## config.mk

```make
export PLATFORM = sky130hd
export DESIGN_NAME = sdc_port_flat
export DESIGN_NICKNAME = d
export VERILOG_FILES = /design/src/rtl/sdc_pkg.sv /design/src/rtl/sdc_if.sv /design/src/rtl/sdc_port.sv /design/src/flat_wrapper.sv
export SDC_FILE = /design/constraint.sdc
export NUM_CORES = 1
export LEC_CHECK = 0
export CORE_ASPECT_RATIO = 1.75
export CORE_MARGIN = 1
export CORE_UTILIZATION = 50
export CTS_CLUSTER_DIAMETER = 120
export DETAILED_ROUTE_END_ITERATION = 10
export DONT_BUFFER_PORTS = 1
export PLACE_DENSITY = 0.68
export SKIP_CTS_REPAIR_TIMING = 1
export SLEW_MARGIN = 20
export SYNTH_ARGS = -nofsm -noshare
export SYNTH_HDL_FRONTEND = slang
export SYNTH_SLANG_ARGS = --single-unit
```

## constraint.sdc

```tcl
create_clock -name clk -period 2.1 [get_ports clk]
set_clock_uncertainty 0.05 [all_clocks]
set_input_delay 0.42 -clock clk [delete_from_list [all_inputs] [get_ports clk]]
set_output_delay 0.42 -clock clk [all_outputs]
set_load 0.005 [all_outputs]
```

## src/rtl/sdc_pkg.sv

```systemverilog
// Shared types, widths and lane helpers for the CPU-to-SDRAM-controller bridge.
package sdc_pkg;

  localparam int SDC_AW = 25;  // CPU byte address width
  localparam int CTL_AW = 23;  // controller word address width
  localparam int CTL_DW = 32;  // controller data width

  typedef enum logic [1:0] {
    ST_IDLE  = 2'd0,
    ST_REQ   = 2'd1,
    ST_RWAIT = 2'd2,
    ST_DONE  = 2'd3
  } sdc_state_e;

  // Byte lane within the 32-bit word addressed by a CPU byte address.
  function automatic logic [1:0] lane_sel(input logic [SDC_AW-1:0] addr);
    return addr[1:0];
  endfunction

  // One-hot byte enable for a lane.
  function automatic logic [3:0] byte_en(input logic [1:0] lane);
    return 4'b0001 << lane;
  endfunction

  // Pull one byte out of a controller word.
  function automatic logic [7:0] extract_byte(input logic [CTL_DW-1:0] word,
                                              input logic [1:0]        lane);
    return word[8*lane +: 8];
  endfunction

endpackage

```

## src/rtl/sdc_if.sv

```systemverilog
// Request/acknowledge port of the SDRAM controller. master = bridge, slave = controller.
interface sdc_if;
  import sdc_pkg::*;

  logic              ctl_req;
  logic              ctl_we;
  logic [CTL_AW-1:0] ctl_addr;
  logic [3:0]        ctl_be;
  logic [CTL_DW-1:0] ctl_wdata;
  logic              ctl_ack;
  logic              ctl_rvalid;
  logic [CTL_DW-1:0] ctl_rdata;

  modport master (
    output ctl_req, ctl_we, ctl_addr, ctl_be, ctl_wdata,
    input  ctl_ack, ctl_rvalid, ctl_rdata
  );

  modport slave (
    input  ctl_req, ctl_we, ctl_addr, ctl_be, ctl_wdata,
    output ctl_ack, ctl_rvalid, ctl_rdata
  );
endinterface

```

## src/rtl/sdc_port.sv

```systemverilog
// Turns each 8-bit CPU access into one 32-bit controller transaction.
// Writes are lane-steered with byte enables; reads extract the addressed byte.
// A watchdog aborts reads whose data never arrives and flags sdc_err.
module sdc_port
  import sdc_pkg::*;
#(
  parameter int TIMEOUT = 1023,
  parameter int TW      = 10
) (
  input  logic              clk,
  input  logic              reset,
  input  logic [SDC_AW-1:0] sdc_addr,
  input  logic [CTL_DW-1:0] sdc_data_in,
  input  logic              sdc_cs_reg,
  input  logic              sdc_rd_reg,
  input  logic              sdc_wr_reg,
  output logic              sdc_busy,
  output logic [7:0]        sdc_data_out,
  output logic              sdc_err,
  sdc_if.master             ctl
);

  localparam logic [TW-1:0] LP_TIMEOUT = TW'(TIMEOUT);

  sdc_state_e        r_state;
  logic              r_busy;
  logic [7:0]        r_dout;
  logic              r_err;
  logic              r_req;
  logic              r_we;
  logic [CTL_AW-1:0] r_addr;
  logic [3:0]        r_be;
  logic [CTL_DW-1:0] r_wdata;
  logic [1:0]        r_lane;
  logic [TW-1:0]     r_wd;

  logic              w_accept;
  logic [TW-1:0]     w_wd_inc;
  logic              w_unused_ok;

  // Only the low byte of the write data is meaningful on an 8-bit CPU.
  assign w_unused_ok = ^sdc_data_in[CTL_DW-1:8];

  // rd and wr together are treated as a malformed strobe and ignored.
  assign w_accept = sdc_cs_reg && (sdc_rd_reg ^ sdc_wr_reg) && !r_busy;
  // r_wd counts completed RWAIT cycles, so w_wd_inc is the current cycle's count.
  assign w_wd_inc = r_wd + TW'(1);

  // Transaction FSM with all outputs registered; rvalid has priority over timeout.
  always_ff @(posedge clk) begin
    if (reset) begin
      r_state <= ST_IDLE;
      r_busy  <= 1'b0;
      r_dout  <= 8'h00;
      r_err   <= 1'b0;
      r_req   <= 1'b0;
      r_we    <= 1'b0;
      r_addr  <= '0;
      r_be    <= '0;
      r_wdata <= '0;
      r_lane  <= '0;
      r_wd    <= '0;
    end else begin
      case (r_state)
        ST_IDLE: begin
          if (w_accept) begin
            r_addr  <= sdc_addr[SDC_AW-1:2];
            r_be    <= byte_en(lane_sel(sdc_addr));
            r_wdata <= {4{sdc_data_in[7:0]}};
            r_we    <= sdc_wr_reg;
            r_lane  <= lane_sel(sdc_addr);
            r_err   <= 1'b0;
            r_req   <= 1'b1;
            r_busy  <= 1'b1;
            r_state <= ST_REQ;
          end
        end
        ST_REQ: begin
          if (ctl.ctl_ack) begin
            r_req   <= 1'b0;
            r_wd    <= '0;
            r_state <= r_we ? ST_DONE : ST_RWAIT;
          end
        end
        ST_RWAIT: begin
          if (ctl.ctl_rvalid) begin
            r_dout  <= extract_byte(ctl.ctl_rdata, r_lane);
            r_state <= ST_DONE;
          end else if (w_wd_inc == LP_TIMEOUT) begin
            r_dout  <= 8'hFF;
            r_err   <= 1'b1;
            r_state <= ST_DONE;
          end else begin
            r_wd    <= w_wd_inc;
          end
        end
        ST_DONE: begin
          r_busy  <= 1'b0;
          r_state <= ST_IDLE;
        end
        default: begin
          r_busy  <= 1'b0;
          r_req   <= 1'b0;
          r_state <= ST_IDLE;
        end
      endcase
    end
  end

  assign sdc_busy      = r_busy;
  assign sdc_data_out  = r_dout;
  assign sdc_err       = r_err;
  assign ctl.ctl_req   = r_req;
  assign ctl.ctl_we    = r_we;
  assign ctl.ctl_addr  = r_addr;
  assign ctl.ctl_be    = r_be;
  assign ctl.ctl_wdata = r_wdata;

endmodule

```

## src/flat_wrapper.sv

```systemverilog
// flat-port wrapper written by rule: the top's interface ports become plain ports
module sdc_port_flat import sdc_pkg::*;
#(
  parameter int TIMEOUT = 1023,
  parameter int TW      = 10
)
  (clk, reset, sdc_addr, sdc_data_in, sdc_cs_reg, sdc_rd_reg, sdc_wr_reg, sdc_busy, sdc_data_out, sdc_err, ctl_ctl_req, ctl_ctl_we, ctl_ctl_addr, ctl_ctl_be, ctl_ctl_wdata, ctl_ctl_ack, ctl_ctl_rvalid, ctl_ctl_rdata);
  sdc_if ctl_i ();
  input  logic clk;
  input  logic reset;
  input  logic [SDC_AW-1:0] sdc_addr;
  input  logic [CTL_DW-1:0] sdc_data_in;
  input  logic sdc_cs_reg;
  input  logic sdc_rd_reg;
  input  logic sdc_wr_reg;
  output logic sdc_busy;
  output logic [7:0] sdc_data_out;
  output logic sdc_err;
  output wire logic [$bits(ctl_i.ctl_req)-1:0] ctl_ctl_req;
  output wire logic [$bits(ctl_i.ctl_we)-1:0] ctl_ctl_we;
  output wire logic [$bits(ctl_i.ctl_addr)-1:0] ctl_ctl_addr;
  output wire logic [$bits(ctl_i.ctl_be)-1:0] ctl_ctl_be;
  output wire logic [$bits(ctl_i.ctl_wdata)-1:0] ctl_ctl_wdata;
  input wire logic [$bits(ctl_i.ctl_ack)-1:0] ctl_ctl_ack;
  input wire logic [$bits(ctl_i.ctl_rvalid)-1:0] ctl_ctl_rvalid;
  input wire logic [$bits(ctl_i.ctl_rdata)-1:0] ctl_ctl_rdata;
  assign ctl_ctl_req = ctl_i.ctl_req;
  assign ctl_ctl_we = ctl_i.ctl_we;
  assign ctl_ctl_addr = ctl_i.ctl_addr;
  assign ctl_ctl_be = ctl_i.ctl_be;
  assign ctl_ctl_wdata = ctl_i.ctl_wdata;
  assign ctl_i.ctl_ack = ctl_ctl_ack;
  assign ctl_i.ctl_rvalid = ctl_ctl_rvalid;
  assign ctl_i.ctl_rdata = ctl_ctl_rdata;
  sdc_port #(.TIMEOUT(TIMEOUT), .TW(TW)) u_core (.clk(clk), .reset(reset), .sdc_addr(sdc_addr), .sdc_data_in(sdc_data_in), .sdc_cs_reg(sdc_cs_reg), .sdc_rd_reg(sdc_rd_reg), .sdc_wr_reg(sdc_wr_reg), .sdc_busy(sdc_busy), .sdc_data_out(sdc_data_out), .sdc_err(sdc_err), .ctl(ctl_i));
endmodule
```

# == Word level (Yosys, flattened, before mapping) ==
# Cells that the tools add are included.
# Widths: inputs -> output; s select.
# classes
n_addsub,1
shifts,2
mux,20
reduce_logical,16
eq_ne,10
bitwise_logic,1
# op_table
cell,count
$shiftx 32x6->8,1
$mux 10,3
$pmux 10 s2,1
$mux 8,2
$add 10x1->10 const B,1
$eq 10x10->1 const B,1
$reduce_bool 2->1,5
$mux 2,4
$pmux 2 s4,1
$reduce_and 4->1,2
$mux 1,6
$ne 2x2->1 const B,3
$pmux 1 s2,3
$reduce_and 2->1,3
$reduce_and 3->1,2
$eq 2x2->1 const B,2
$ne 2x1->1 const B,2
$shl 1x2->4 const A,1
$ne 3x2->1 const B,1
$eq 2x1->1 const B,1
$logic_and 1x1->1,2
$logic_not 2->1,1
$logic_not 1->1,1
$xor 1x1->1,1
# totals
out_inout_bits,71
ff_bits,85
word_cells,61
inputBits,96

# == Depth between registers and ports, before layout ==
# Gate-level depths: netlist (run 1).
# logic_depth
word_depth,5
ltp_mapped,8
depth_no_buf,8

# == Worst setup path before layout (run 1) ==
# OpenSTA, ideal clock, no wires.
# synth_timing
kind,register -> register
start,register u_core.r_wd[0]
end,register u_core.r_state[0]
path_buffers,0
path_slack_ps,105
period_less_slack_ps,1995
required_ps,1964
setup_time_ps,86
t_arrival_ps,1859
path_stages_with_launch,8
cell_sequence,dfxtp_1 -> ha_1 -> and2_1 -> o31a_1 -> o22ai_4 -> nand2_2 -> a211o_1 -> a221oi_2
# synth_between
elab_chain_cells,4
# synth_rtl
element,line,text
start: declaration,sdc_port.sv:35,logic [TW-1:0] r_wd;
start signal: assignment,sdc_port.sv:94,r_wd <= w_wd_inc;
$add 10x1->10,sdc_port.sv:47,assign w_wd_inc = r_wd + TW'(1);
$eq 10x10->1,sdc_port.sv:89,end else if (w_wd_inc == LP_TIMEOUT) begin
$ne 3x2->1 (no source line),-,
$reduce_and 3->1 (no source line),-,
end signal: assignment,sdc_port.sv:82,r_state <= r_we ? ST_DONE : ST_RWAIT;
end: declaration,sdc_port.sv:25,sdc_state_e r_state;
# No other way between the ends.
# A chain may end at the register's enable or synchronous reset.

# == Final worst setup path (run 1) ==
# Same ends and word-level chain as after synthesis.

==> metrics.cfg, run 1 <==
[outcome]
status=completed

[synth]
async_flop_share_pct=0
synthFlopType=dfxtp_1
synth_area_leaders=dfxtp_1 41%, nand2_1 11%, a21oi_1 8.2%, buf_4 6.0%, mux4_2 6.0%
synth_edf_count=0
synth_nets=465
syn_area_um2=3004
synthCells=363
yosysTopAreaCell=dfxtp_1
yosys_register_bits=61
post-synth-top-area-fraction_pct=40.65
syn-mean-instance-area_um2=8.276
yosysUniqueCellTypes=47
ys_seq_area_share_pct=40.65
synth_warnings=0

[critical_path]
ff2ff_path_depth=7
startpoint=u_core.r_wd[0]$_SDFFE_PP0P_
critPathKind=reg2reg
rrSetupSlack_ps=60
start_kind=register
setup.worst_path.end_class=register
cp_data_arrival_time_ps=2240
reg2reg_from=u_core.r_wd[0]$_SDFFE_PP0P_
required_ps=2310
crit_fanout=6

[layout]
seq_area_um2=1225
nets=450
layout-drive-gt1-share_pct=16.76
fillers=573
stdcell_count=430
final_area_um2=3219
n_antenna_cell=0
syn2layout_area_growth_pct=7.164
layout_commonest_cell=nand2_1
multiInputGateArea_um2=1529
final_cell_mix=90 x nand2_1, 58 x dfxtp_1, 48 x a21oi_1, 26 x nor2_1, 17 x buf_4

[die]
ios=167
die_y_um=104.5
start_util_pct=51.50
rows=37
die_area_um2=6335
fp.dieW_um=60.60
core_area_um2=5833

[global_route]
antenna_found_initial=0
grt_usage_pct=21.84
grt_overflow=0
grt_pass1_vias=2264
grt_pass1_wl_um=10260
grt_start_max_net_pins=65

[timing]
slew_violations=0
fmax_mhz=491.4
slew_headroom_pct=64.05
worstMarginPinSlew_ps=538.5
setup_viol=0
timing.final.crit_share_pct=96.91
hold_violations=0
rsz0062_at_grt=true
layout_min_cycle_time_ps=2035
fin_setup_tns_ps=0

[route]
dr_total_vias=2379
wl_met1_um=2478
drt.antenna.violating_nets=0
drt_iter0_drc=96
highest_layer=met4
first_pass_iters=4
dr_wl_met3_um=457
totalWireLength_um=6609
vias_per_cell=5.533
route.detailed.drc=0
post_drt_wl_per_cell_um=15.37
wl_met2_um=3470

[min_path]
holdCritStartpoint=reset
hold_depth=1
hp-class=in2reg

[power_and_ir_drop]
leakagePower_nw=1.108
p_total_mw=3.232
vdd_drop_max_v=0.0006681
powerDensity_nw_per_um2=1004

[clock_tree]
root_buffer=clkbuf_8
cts.sinks=61
cts_tree=done
cts_buffers=9
insertion_delay_ps=340
htreeDepth=3
clockBufferDepth=2
clk_pin_slew_ps=70

[placed_design]
dpl.hpwl_um=4542
io_buffer_count=0
routabilityCongestion=0.8065
dp_cells=408
dpl-instance-area_um2=2922

[run]
drv_cap=0

==> synthesized netlist by cell type (3+ instances only) <==
cell	number
o21a_1	11
buf_2	3
mux4_2	8
a21oi_1	49
nand3b_1	3
buf_1	4
clkbuf_1	13
nand2b_1	5
nand2_1	90
nor2_1	26
ha_1	6
inv_1	5
a22oi_1	3
nor3_1	3
dfxtp_1	61
nand3_1	3
buf_4	24
nand4_1	3
o21ai_0	7
==> sequential cells by signal (all words and copies together) (netlist names) <==
name	cells
u_core.ctl.ctl_addr	23
u_core.ctl.ctl_we	1
u_core.r_state	2
u_core.r_wd	10
u_core.r_lane	2
u_core.sdc_data_out	8
u_core.ctl.ctl_be	4
u_core.ctl.ctl_wdata	8
u_core.ctl.ctl_req	1
u_core.sdc_err	1
u_core.sdc_busy	1
==> layout make-up <==
type	count	area share (%)
Clock buffer	11	4.703
Inverter	5	0.5830
Tap cell	78	3.031
Clock inverter	4	1.477
Sequential cell	61	38.05
Timing Repair Buffer	19	4.664
Multi-Input combinational cell	252	47.49
==> metal layers <==
metal | vias to the layer above | GRT usage (%)
li1 | 1182 | -
met1 | 1099 | 22.50
met2 | 81 | 36.34
met3 | 17 | 7.921
met4 | 0 | 12.50
met5 | - | 0
==> metrics by stage <==
stage	util [%]	hold slack, ps	setup WS [ps]
after floorplan	-	398.3	104.9
after global placement	50.09	406.6	57.62
after detailed placement	50.09	409.9	2.675
after CTS	53.50	68.45	-17.75
after global routing	55.19	74.59	-74.73
final	55.19	117.0	64.97
==> critical path, cell delays in order, from the launching register on <==
cell	delay, ps
dfxtp_2	360
buf_6	130
nand4_1	130
o31a_1	340
o22ai_4	260
nand2_2	120
a211o_1	320
a221oi_2	230
==> kinds of logic after synthesis <==
group,share of synthesized area (%)
muxes,6.331
xor gates and xnor gates,0.8748
AOI/OAI and AO/OA,17.74
DFF,40.65
buffers and inverters,9.621
and+or+nand+nor,22.28
adders and majority gates,2.499
==> power breakdown <==
group          internal (mW)  total (mW)  switching (mW)
Combinational          0.315       0.734           0.420
Clock                  0.602        1.05           0.447
Sequential              1.30        1.45           0.150
Total                   2.21        3.23            1.02
==> worst paths after layout <==
| check | to |
|---|---|
| setup / recovery | u_core.r_state[0]$_SDFFE_PP0P_ |
| hold / removal | u_core.ctl.ctl_addr[15]$_SDFFE_PP0P_ |
| setup reg to reg | u_core.r_state[0]$_SDFFE_PP0P_ |
| hold reg to reg | u_core.ctl.ctl_addr[17]$_SDFFE_PP0P_ |
(Power assumes the default switching activity.)
==> inputs of run 2 (changes only) <==
--- a/config.mk
+++ b/config.mk
@@ -5,13 +5,14 @@
 export SDC_FILE = /design/constraint.sdc
 export NUM_CORES = 1
 export LEC_CHECK = 0
+export BUFFER_PORTS_ARGS = -buffer_cell sky130_fd_sc_hd__buf_2
 export CORE_ASPECT_RATIO = 1.75
 export CORE_MARGIN = 1
-export CORE_UTILIZATION = 50
+export CORE_UTILIZATION = 40
 export CTS_CLUSTER_DIAMETER = 120
 export DETAILED_ROUTE_END_ITERATION = 10
-export DONT_BUFFER_PORTS = 1
-export PLACE_DENSITY = 0.68
+export GPL_ROUTABILITY_DRIVEN = 0
+export PLACE_DENSITY = 0.76
 export SKIP_CTS_REPAIR_TIMING = 1
 export SLEW_MARGIN = 20
 export SYNTH_ARGS = -nofsm -noshare
==> metrics.cfg, run 2 (synthesized netlist as in run 1, its figures left out) <==
[layout]
nets=590  ; +31%
largest_reg_flops=23  ; unchanged
multiInputGateArea_um2=1509  ; -1.3%
final_cell_mix=142 x buf_2, 90 x nand2_1, 58 x dfxtp_1, 49 x a21oi_1, 26 x nor2_1
layout-drive-gt1-share_pct=40.16  ; +23 points
syn2layout_area_growth_pct=33.28
fillers=675  ; +18%
n_antenna_cell=0  ; unchanged
seq_area_um2=1225  ; unchanged
layout_commonest_cell=buf_2

[global_route]
grt_start_max_net_pins=24  ; -63%
grt_pass1_wl_um=11810  ; +15%
grt_usage_pct=19.86  ; -2.0 points
grt_overflow=0  ; unchanged
grt_pass1_vias=2743  ; +21%
antenna_found_initial=0  ; unchanged

[critical_path]
rrSetupSlack_ps=40  ; -30 ps
timing.rr.end=u_core.r_state[0]$_SDFFE_PP0P_
cp-endpoint=u_core.r_state[0]$_SDFFE_PP0P_
cp_data_arrival_time_ps=2250  ; about the same
reg2reg_from=u_core.r_wd[0]$_SDFFE_PP0P_
critPathKind=reg2reg
crit_fanout=7  ; +1
start_kind=register
ff2ff_path_depth=7  ; unchanged
setup.worst_path.end_class=register
required_ps=2290  ; -20 ps
startpoint=u_core.r_wd[0]$_SDFFE_PP0P_

[power_and_ir_drop]
p_switching_mw=1.156  ; +14%
clkPwrFrac_pct=38.0  ; +5.5 points
pwr-share-seq_pct=36.4  ; -8.4 points
p_sw_share_pct=30.00  ; -1.5 points
p_int_mw=2.697  ; +22%
combPwrFrac_pct=25.7  ; +3.0 points
powerDensity_nw_per_um2=962.2  ; -4.1%
leakagePower_nw=1.795  ; +62%
vdd_drop_max_v=0.0006620  ; -0.92%

[clock_tree]
cts.sinks=61  ; unchanged
root_buffer=clkbuf_16
insertion_delay_ps=330  ; about the same
cts_buffers=9  ; unchanged
clk_pin_slew_ps=50  ; -20 ps
cts_tree=done
htreeDepth=3  ; unchanged
clockBufferDepth=2  ; unchanged

[timing]
layout_min_cycle_time_ps=2062  ; +26.86 ps
worstMarginPinSlew_ps=515.9  ; -22.55 ps
setup_viol=0  ; unchanged
layout_setup_ws_ps=38.11  ; -26.86 ps
timing.final.crit_share_pct=98.19  ; +1.3 points
whs_ps=276.3  ; +159.4 ps
slew_violations=0  ; unchanged
hold_violations=0  ; unchanged
slew_headroom_pct=65.56  ; +1.5 points
fmax_mhz=485.0  ; -1.3%
rsz0062_at_grt=true
fin_setup_tns_ps=0  ; unchanged

[placed_design]
post-place-ws_ps=1.217  ; -1.458 ps
io_buffer_count=142  ; +142
dpl.hpwl_um=5589  ; +23%

[die]
ios=167  ; unchanged
die_area_um2=7875  ; +24%
core_area_um2=7233  ; +24%
start_util_pct=41.53  ; -10 points
fp.dieW_um=67.51  ; +11%
die_y_um=116.6  ; +12%
rows=41  ; +11%

[route]
post_drt_wl_per_cell_um=12.92  ; -16%
first_pass_iters=4  ; unchanged
route.detailed.drc=0  ; unchanged
drt_iter0_drc=109  ; +14%
totalWireLength_um=7478  ; +13%
vias_per_cell=5.019  ; -9.3%
dr_total_vias=2906  ; +22%
drt.antenna.violating_nets=0  ; unchanged

[min_path]
hold_depth=3  ; +2
holdCritStartpoint=sdc_data_in[5]
hp-class=in2reg

[run]
drv_cap=0  ; unchanged

[outcome]
status=completed

-- run 2: power by group through the flow --
stage / clock network, mW / logic [mW] / registers, mW
floorplan: 0 / 0.650 / 1.42
global placement: 0 / 0.967 / 1.42
detailed placement: 0 / 0.992 / 1.42
CTS: 1.49 / 0.996 / 1.40
global route: 1.54 / 1.10 / 1.42
finish: 1.46 / 0.988 / 1.40
-- run 2: worst min-delay path by stage --
stage	to	slack, ps
after global placement	u_core.ctl.ctl_be[2]$_SDFFE_PP0P_	390
after global routing	u_core.ctl.ctl_addr[16]$_SDFFE_PP0P_	280
after detailed placement	u_core.ctl.ctl_be[2]$_SDFFE_PP0P_	390
after floorplan	u_core.ctl.ctl_be[3]$_SDFFE_PP0P_	400
after CTS	u_core.ctl.ctl_wdata[27]$_SDFFE_PP0P_	270
final	u_core.ctl.ctl_wdata[29]$_SDFFE_PP0P_	280
-- run 2: layout make-up --
cell class | count | area share, %
clock inverter | 6 | 1.563
sequential | 61 | 30.59
clock buffer | 10 | 5.969
tap | 86 | 2.687
timing repair buffer | 159 | 21.03
multi-input combinational | 252 | 37.69
inverter | 5 | 0.4688
-- run 2: metal layers --
metal | vias to the layer above | routed length, um | global-route usage (%)
met5 | - | 0 | 0
met4 | 0 | 128 | 8.794
met3 | 8 | 288 | 5.566
met2 | 76 | 4106 | 34.85
met1 | 1353 | 2954 | 21.45
li1 | 1469 | - | -
-- run 2: critical path, stage by stage, from the launching register on --
cell and delay (ps):
dfxtp_2 340, ha_4 180, and2_4 170, o31a_1 270
o22ai_4 290, nand2_2 120, a211o_1 320, a221oi_2 240
-- run 2: per-stage QoR --
| step | power, mW | utilization (%) | cells | cell area [um2] |
|---|---|---|---|---|
| CTS | 3.883 | 54.94 | 578 | 3974 |
| detailed placement | 2.416 | 50.77 | 562 | 3672 |
| global route | 4.069 | 55.35 | 579 | 4004 |
| finish | 3.852 | 55.35 | 579 | 4004 |
| global placement | 2.383 | 50.77 | 562 | 3672 |
| floorplan | 2.066 | - | 363 | 3004 |
==> inputs of run 3 (changes only) <==
--- a/config.mk
+++ b/config.mk
@@ -5,14 +5,15 @@
 export SDC_FILE = /design/constraint.sdc
 export NUM_CORES = 1
 export LEC_CHECK = 0
+export ABC_AREA = 1
 export BUFFER_PORTS_ARGS = -buffer_cell sky130_fd_sc_hd__buf_2
 export CORE_ASPECT_RATIO = 1.75
 export CORE_MARGIN = 1
-export CORE_UTILIZATION = 40
+export CORE_UTILIZATION = 41
 export CTS_CLUSTER_DIAMETER = 120
 export DETAILED_ROUTE_END_ITERATION = 10
 export GPL_ROUTABILITY_DRIVEN = 0
-export PLACE_DENSITY = 0.76
+export PLACE_DENSITY = 0.77
 export SKIP_CTS_REPAIR_TIMING = 1
 export SLEW_MARGIN = 20
 export SYNTH_ARGS = -nofsm -noshare
==> metrics.cfg, run 3 <==
[outcome]
status=completed

[global_route]
grt_use_met3_pct=4.845  ; -0.72 points
use_met2_pct=36.64  ; +1.8 points
top_usage_layer=met2
grt_usage_pct=21.19  ; +1.3 points
grt_start_max_net_pins=44  ; +83%
grtUsageMet1_pct=22.74  ; +1.3 points
antenna_found_initial=0  ; unchanged
grt_pass1_vias=3039  ; +11%
grt_overflow=0  ; unchanged
grt_pass1_wl_um=13100  ; +11%

[die]
ios=167  ; unchanged
fp.dieW_um=68.24  ; +1.1%
rows=41  ; unchanged
start_util_pct=42.91  ; +1.4 points
die_y_um=117.9  ; +1.1%
core_area_um2=7336  ; +1.4%
die_area_um2=8047  ; +2.2%

[power_and_ir_drop]
vdd_drop_max_v=0.0006182  ; -6.6%
powerDensity_nw_per_um2=1029  ; +6.9%
leakagePower_nw=2.125  ; +18%

[placed_design]
io_buffer_count=142  ; unchanged
dpl.hpwl_um=6087  ; +8.9%
dpl-instance-area_um2=3774  ; +2.8%

[route]
totalWireLength_um=8257  ; +10%
first_pass_iters=4  ; unchanged
drt_iter0_drc=200  ; +83%
drt.antenna.violating_nets=0  ; unchanged
vias_per_cell=4.953  ; -1.3%
post_drt_wl_per_cell_um=12.42  ; -3.9%
route.detailed.drc=0  ; unchanged
dr_total_vias=3294  ; +13%

[critical_path]
cp_data_arrival_time_ps=2190  ; -60 ps
crit_path_frequent_cell=nand2_1
crit_chain=ha_1 -> nand2_2 -> nand2_1 -> nor2_1 -> nand3_2 -> nor2_4 -> nand4_4 -> nand2_1 -> o21bai_1 -> inv_1
start_kind=register
setup.worst_path.end_class=register
required_ps=2320  ; +30 ps
critPathKind=reg2reg
crit_fanout=8  ; +1
cp_slowest_stage_delay_ps=330  ; about the same
cp_slowest_cell=dfxtp_2

[timing]
layout_min_cycle_time_ps=1969  ; -92.97 ps
setup_viol=0  ; unchanged
slew_headroom_pct=65.16  ; -0.40 points
hold_violations=0  ; unchanged
slew_violations=0  ; unchanged
timing.final.crit_share_pct=93.76  ; -4.4 points
worstMarginPinSlew_ps=519.4  ; +3.505 ps
fmax_mhz=507.9  ; +4.7%
fin_setup_tns_ps=0  ; unchanged
rsz0062_at_grt=false

[layout]
syn2layout_area_growth_pct=30.33
multiInputGateArea_um2=1515  ; +0.41%
utilization_pct=55.93  ; +0.57 points
layout-drive-gt1-share_pct=32.30  ; -7.9 points
largest_reg_flops=23  ; unchanged
layout_commonest_cell=buf_2
n_antenna_cell=0  ; unchanged
final_cell_mix=142 x buf_2, 128 x nand2_1, 59 x dfxtp_1, 45 x nor2_1, 44 x a21oi_1
seq_area_um2=1224  ; -0.10%
final_area_um2=4103  ; +2.5%
nets=677  ; +15%
fillers=706  ; +4.6%

[synth]
ys_seq_area_share_pct=38.79  ; -1.9 points
synth_area_leaders=dfxtp_1 39%, nand2_1 15%, a21oi_1 7.0%, buf_4 6.0%, nor2_1 5.4%
synthFlopType=dfxtp_1
synth_warnings=0  ; unchanged
synthCells=452  ; +25%
async_flop_share_pct=0  ; unchanged
syn_area_um2=3148  ; +4.8%
yosys_register_bits=61  ; unchanged
yosysTopAreaCell=dfxtp_1
synth_common_cells=128 x nand2_1, 61 x dfxtp_1, 45 x nor2_1, 44 x a21oi_1, 39 x inv_1
syn-mean-instance-area_um2=6.965  ; -16%
synth_edf_count=0  ; unchanged
post-synth-top-area-fraction_pct=38.79  ; -1.9 points
synth.most_common_cell=nand2_1
yosysUniqueCellTypes=30  ; -36%
synth_nets=554  ; +19%

[clock_tree]
clockBufferDepth=2  ; unchanged
clk_pin_slew_ps=50  ; about the same
htreeDepth=3  ; unchanged
root_buffer=clkbuf_16
cts.sinks=61  ; unchanged
cts_buffers=9  ; unchanged
insertion_delay_ps=330  ; about the same
cts_tree=done

[min_path]
hp-class=in2reg

[run]
drv_cap=0  ; unchanged

==> run 3: cell count changes in the layout (fill, tap and decap cells not counted), sizes merged, moves of 10 or more <==
| cell | before | now |
|---|---|---|
| inv | 5 | 40 |
| o21a | 11 | 1 |
| nor2 | 27 | 50 |
| nand3 | 5 | 16 |
| nand2 | 91 | 135 |
| o21ai | 7 | 21 |
==> run 3: power by group <==
group / internal (mW) / switching [mW] / total (mW)
logic: 0.528 / 0.753 / 1.28
clock network: 0.976 / 0.481 / 1.46
registers: 1.34 / 0.141 / 1.48
total: 2.85 / 1.38 / 4.22
==> run 3: final timing paths <==
| kind | start | to | slack [ps] | depth (start not counted) |
|---|---|---|---|---|
| hold / removal | sdc_addr[9] | u_core.ctl.ctl_addr[7]$_SDFFE_PP0P_ | 280 | 3 |
| setup / recovery | u_core.r_wd[0]$_SDFFE_PP0P_ | u_core.sdc_data_out[4]$_SDFFE_PP0P_ | 130 | 10 |
| hold reg to reg | u_core.ctl.ctl_addr[17]$_SDFFE_PP0P_ | u_core.ctl.ctl_addr[17]$_SDFFE_PP0P_ | 410 | 2 |
| setup reg to reg | u_core.r_wd[0]$_SDFFE_PP0P_ | u_core.sdc_data_out[4]$_SDFFE_PP0P_ | 130 | 10 |
==> run 3: area by class of cell <==
| type | instances | share of cell area [%] |
|---|---|---|
| clock buffers | 14 | 6.435 |
| flip-flops and latches | 61 | 29.83 |
| multi-input cells | 306 | 36.93 |
| clock inverters | 1 | 0.7319 |
| inverters | 43 | 3.934 |
| well taps | 86 | 2.623 |
| repair buffers | 154 | 19.52 |
==> run 3: metrics by stage <==
stage	power, mW	setup slack, ps	instances	hold WS, ps
after global routing	4.495	7.337	665	285.0
after floorplan	2.385	305.2	452	405.5
after detailed placement	2.750	163.3	647	401.7
after CTS	4.212	153.0	662	279.4
after global placement	2.705	214.7	647	392.0
final	4.220	131.1	665	281.7
==> run 3: cells by family after synthesis <==
| group | after synthesis | synth area share (%) |
|---|---|---|
| compound gates | 84 | 15.26 |
| flops | 61 | 38.79 |
| xor+xnor | 1 | 0.2783 |
| fa+ha+maj | 6 | 2.385 |
| simple gates | 214 | 29.65 |
| buf+inv | 86 | 13.63 |
==> run 3: layer usage <==
metal	vias to the layer above	share of wire [%]
met4	0	3.3
met3	27	4.0
met1	1495	40
met2	102	52
met5	-	0
li1	1670	-
==> run 3: critical path, delay by kind of cell, from the launching register on <==
kind / cells / cell delay [ps]
AOI/OAI and AO/OA: 1 / 110
adders and majority gates: 1 / 210
and+or+nand+nor: 7 / 1170
buffers and inverters: 1 / 50
DFF: 1 / 330
